File: src/rtl/csela_add_sched.sv
`default_nettype none
// ============================================================================
// Module   : csela_add_sched
// Summary  : Round-robin scheduler that shares one external combinational
//            carry-select adder among NREQ requesters. Each requester has a
//            valid/ready request channel and a valid/ready response channel.
//            The scheduler holds the operands for SETTLE_CYC cycles, then
//            registers sum/cout and returns them to the granted requester.
// Option   : CSELA_SCHED_SAT_EN - when defined, a carry-out saturates the
//            returned sum to all ones (unsigned saturation).
// Revision : 1.0 - initial release
// ============================================================================
module csela_add_sched #(
  parameter int W          = 64,
  parameter int NREQ       = 4,
  parameter int SETTLE_CYC = 2,
  localparam int GW        = (NREQ > 1) ? $clog2(NREQ) : 1
) (
  input  logic                clk,
  input  logic                rst_n,
  input  logic [NREQ-1:0]     req_valid,
  output logic [NREQ-1:0]     req_ready,
  input  logic [NREQ*W-1:0]   req_a,
  input  logic [NREQ*W-1:0]   req_b,
  output logic [NREQ-1:0]     resp_valid,
  input  logic [NREQ-1:0]     resp_ready,
  output logic [W-1:0]        resp_sum,
  output logic                resp_cout,
  output logic [W-1:0]        add_a,
  output logic [W-1:0]        add_b,
  input  logic [W-1:0]        add_sum,
  input  logic                add_cout,
  output logic                busy,
  output logic [GW-1:0]       grant_id
);

  typedef enum logic [1:0] {
    S_IDLE    = 2'd0,
    S_SETTLE  = 2'd1,
    S_CAPTURE = 2'd2,
    S_RESP    = 2'd3
  } state_t;

  localparam logic [3:0] SETTLE_LOAD = 4'(SETTLE_CYC);

  state_t          state;
  logic [GW-1:0]   ptr;
  logic [3:0]      cnt;

  logic            sel_found;
  logic [GW-1:0]   sel_idx;
  logic [GW:0]     cand;
  logic [GW-1:0]   ptr_next;

  // Round-robin search: first requester with req_valid, starting at ptr
  always_comb begin
    sel_found = 1'b0;
    sel_idx   = '0;
    cand      = '0;
    for (int k = 0; k < NREQ; k++) begin
      cand = {1'b0, ptr} + (GW+1)'(k);
      if (cand >= (GW+1)'(NREQ)) begin
        cand = cand - (GW+1)'(NREQ);
      end
      if (!sel_found && req_valid[cand[GW-1:0]]) begin
        sel_found = 1'b1;
        sel_idx   = cand[GW-1:0];
      end
    end
  end

  // Accept is offered only in IDLE and never while reset is held
  always_comb begin
    req_ready = '0;
    if (rst_n && (state == S_IDLE) && sel_found) begin
      req_ready = NREQ'(1) << sel_idx;
    end
  end

  // Pointer moves to the requester after the one just served, wrapping
  always_comb begin
    ptr_next = grant_id + GW'(1);
    if (grant_id == GW'(NREQ - 1)) begin
      ptr_next = '0;
    end
  end

  // Scheduler FSM with registered operand, result and status outputs
  always_ff @(posedge clk or negedge rst_n) begin
    if (!rst_n) begin
      state      <= S_IDLE;
      ptr        <= '0;
      cnt        <= '0;
      add_a      <= '0;
      add_b      <= '0;
      grant_id   <= '0;
      resp_valid <= '0;
      resp_sum   <= '0;
      resp_cout  <= 1'b0;
      busy       <= 1'b0;
    end else begin
      case (state)
        S_IDLE: begin
          if (sel_found) begin
            add_a    <= req_a[sel_idx*W +: W];
            add_b    <= req_b[sel_idx*W +: W];
            grant_id <= sel_idx;
            cnt      <= SETTLE_LOAD;
            busy     <= 1'b1;
            state    <= S_SETTLE;
          end
        end
        S_SETTLE: begin
          // The load cycle counts as the first settle cycle
          if (cnt <= 4'd1) begin
            state <= S_CAPTURE;
          end
          if (cnt != 4'd0) begin
            cnt <= cnt - 4'd1;
          end
        end
        S_CAPTURE: begin
`ifdef CSELA_SCHED_SAT_EN
          if (add_cout) begin
            resp_sum <= '1;
          end else begin
            resp_sum <= add_sum;
          end
`else
          resp_sum <= add_sum;
`endif
          resp_cout  <= add_cout;
          resp_valid <= NREQ'(1) << grant_id;
          state      <= S_RESP;
        end
        S_RESP: begin
          // Only the granted requester's resp_ready completes the response
          if (resp_ready[grant_id]) begin
            resp_valid <= '0;
            ptr        <= ptr_next;
            busy       <= 1'b0;
            state      <= S_IDLE;
          end
        end
        default: begin
          state <= S_IDLE;
        end
      endcase
    end
  end

endmodule
`default_nettype wire

File: config.mk
export PLATFORM = sky130hd
export DESIGN_NAME = csela_add_sched
export DESIGN_NICKNAME = d
export VERILOG_FILES = /design/src/rtl/csela_add_sched.sv
export SDC_FILE = /design/constraint.sdc
export NUM_CORES = 1
export LEC_CHECK = 0
export CAP_MARGIN = 20
export CORE_AREA = 2 2 307 309
export CTS_CLUSTER_SIZE = 40
export DETAILED_ROUTE_END_ITERATION = 8
export DIE_AREA = 0 0 309 311
export HOLD_SLACK_MARGIN = 0.12
export MAX_ROUTING_LAYER = met4
export SYNTH_ARGS = -nofsm -noshare
export SYNTH_HDL_FRONTEND = slang
export SYNTH_SLANG_ARGS = --single-unit
export TNS_END_PERCENT = 1
File: constraint.sdc
create_clock -name clk -period 3.37 [get_ports clk]
set_input_delay 0.337 -clock clk [delete_from_list [all_inputs] [get_ports clk]]
set_output_delay 0.337 -clock clk [all_outputs]
set_load 0.1 [all_outputs]
==> flow_summary.yaml <==
timing:
  fin_ws_ns: 0.529
  drv_slew: 0
  rsz0062_at_grt: "false"
  finalCriticalPeriod_ns: 2.84
  setup_viol: 0
  worstMarginPinSlew_ns: 1.08
  fmax_ghz: 0.352
  fin_skew_ns: 0.0121
  worst_slew_margin_rel_pct: 27.6
  hold_viol: 0
  setup_tns_ns: 0
  period_share_pct: 84.3
worst_setup_path:
  cp-end-kind: "output pin"
  slowest_delay_ns: 0.46
  r2r_end: "add_a[17]"
  cpMaxStageDelayCell: "dfrtp_1"
  worstSetupPathType: "reg2out"
  path_cells: "and2b_1 -> nor3_1 -> a211o_4 -> and3_1 -> buf_12"
  regToRegSetupSlack_ns: 0.95
  crit_arrival_ns: 2.50
  critPathRequiredTime_ns: 3.03
  cp-startpoint: "ptr[0]"
  worstPathBufferInverterCount: 1
  ff2ff_path_depth: 6
  cp_max_fo: 26
  cp_top_family: "simple AND/OR/NAND/NOR gates"
  crit_path_end: "req_ready[0]"
  cp_num_cells: 5
  r2r_start: "ptr[0]"
  critPathLaunchType: "register"
logic_synthesis:
  ys.warnings.count: 0
  syn-instance-count: 1121
  avgSynthCellArea_um2: 10.7
  yosys_register_bits: 208
  synth_edf_count: 0
  syn_area_mm2: 0.0120
  synth_nets: 1720
  async_flop_share_pct: 100
  synth_cell_types: 41
  synth_flop_cell: "dfrtp_1"
  seq_area_frac_synth_pct: 43.5
power_and_ir_drop:
  vdd_drop_max_mv: 0.696
  power_uw: 26100
  internal_power_uw: 10800
  p_switching_uw: 15300
  leakagePower_uw: 0.00867
  p_per_area_mw_per_mm2: 1160
  p_comb_share_pct: 70.5
  p_sw_share_pct: 58.7
  pwr-share-clk_pct: 11.9
  p_seq_share_pct: 17.7
flow_run:
  cap_viol_max_count: 0
place:
  dp_hpwl_mm: 52.0
  dpl.cell_count: 3097
  io_buffers: 790
  pre_cts_ws_ns: 0.398
  gp_congestion: 0.910
grt:
  overflow: 0
  grt_pass1_vias: 13400
  grt_start_max_net_pins: 118
  grt_pass1_wl_mm: 94.1
  grt_usage_pct: 13.7
  grt_antenna_before_repair: 22
cells_and_area:
  final_util_pct: 24.2
  area.growth.synth_to_final_pct: 87.5
  final_nets: 2474
  final_cells: 3161
  drive_gt1_share_pct: 13.8
  layout_common_cells: "clkdlybuf4s50_1, dfrtp_1, nor2_1"
  regArea_mm2: 0.00520
  multiInputGateArea_mm2: 0.00628
  num-fill-cells: 10100
  final_common_cell: "clkdlybuf4s50_1"
cts:
  cts_resized: 0
  cts-root-buf: "clkbuf_16"
  clock_path_buffers: 3
  insertion_delay_ns: 0.60
  h-tree-depth: 1
  numCtsBuffers: 28
  cts_tree: "yes"
  cts.sinks: 208
  clkTransAtPathRegs_ns: 0.06
die:
  num_rows: 112
  io-pin-count: 791
  coreArea_mm2: 0.0928
  die_y_um: 311
  die_w_um: 309
  start_util_pct: 12.9
  design.die.area_mm2: 0.0961
detailed_routing:
  wl_mm: 67.2
  post_drt_wl_per_cell_um: 21.3
  dr.pass1.iters: 5
  viasPerCell: 4.00
  drc: 0
  num_vias: 12600
  antenna_left: 0
  drt_iter0_markers: 721
min_path:
  min_path_type: "in2reg"
run_status:
  status: "complete, no violations"
routing by layer:
metal  track usage (%)  part of all wire [%]  up-vias
li1                  -                     -     5866
met1              14.9                    39     6085
met2              23.9                    50      604
met3              3.01                   7.4       94
met4              5.78                   3.7        0
met5                 -                     0        -
how the worst min path moves through the flow:
stage / end / from / depth (start not counted)
2_1_floorplan: add_a[0] / rst_n / 0
3_3_place_gp: resp_sum[38] / rst_n / 1
3_5_place_dp: resp_sum[38] / rst_n / 1
4_1_cts: resp_sum[34] / add_sum[34] / 2
5_1_grt: resp_sum[47] / add_sum[47] / 2
6_report: resp_sum[38] / add_sum[38] / 2
layout make-up:
class / count / share of cell area (%)
Timing Repair Buffer: 833 / 37.5
Multi-Input combinational cell: 796 / 28.0
Sequential cell: 208 / 23.2
Tap cell: 1254 / 6.99
Clock buffer: 35 / 3.33
Clock inverter: 14 / 0.786
Antenna cell: 13 / 0.145
Inverter: 8 / 0.134
registers in the layout (all words and copies together), names as in the netlist:
name        cells
add_a          64
grant_id        2
state           2
add_b          64
resp_valid      4
resp_cout       1
cnt             4
resp_sum       64
busy            1
ptr             2
logic make-up (layout without fill, tap and decap cells):
logic type	count (synthesis)	in the layout	share of synthesized area, %
multiplexers	201	201	17.6
AO/OA/AOI/OAI	406	406	26.8
AND/OR/NAND/NOR	175	175	6.02
adder cells (fa/ha/maj)	12	12	1.25
other	0	13	0
flip-flops	208	208	43.5
XOR/XNOR	2	2	0.146
buffers and inverters	117	890	4.69
timing repair:
item	in CTS	in global routing
hold endpoints to repair	208	0
hold buffers	2	0
buffers inserted	0	0
power groups by stage:
stage,registers (uW),clock network [uW],logic (uW)
floorplan,12700,0,5030
global placement,4580,0,18400
detailed placement,4630,0,18500
CTS,4610,3230,18600
global route,4780,3320,19200
finish,4620,3100,18400
cells in the mapped netlist (all sizes together), types with 8 or more instances:
| library cell | count | share of area, % |
|---|---|---|
| mux2i | 133 | 11 |
| o21ai | 134 | 5.6 |
| inv | 8 | 0.25 |
| a221oi | 128 | 13 |
| ha | 12 | 1.3 |
| o22ai | 133 | 7.0 |
| mux2 | 67 | 6.3 |
| buf | 51 | 2.6 |
| nand2 | 17 | 0.53 |
| nor2 | 138 | 4.3 |
| dfrtp | 208 | 43 |
| clkbuf | 58 | 1.8 |
worst register-to-register path: cells and delay by family (launching register included):
family          cells  cell delay [ns]
buf+inv             1             0.26
simple gates        2             0.42
compound gates      3             1.17
flops               1             0.45
metrics by stage:
stage / hold slack, ns / area (um2)
floorplan: 0.0414 / 12000
global placement: 0.172 / 21500
detailed placement: 0.173 / 21500
CTS: 0.282 / 22400
global route: 0.307 / 22400
finish: 0.334 / 22500
No activity file was read; power rests on OpenSTA's default activity.
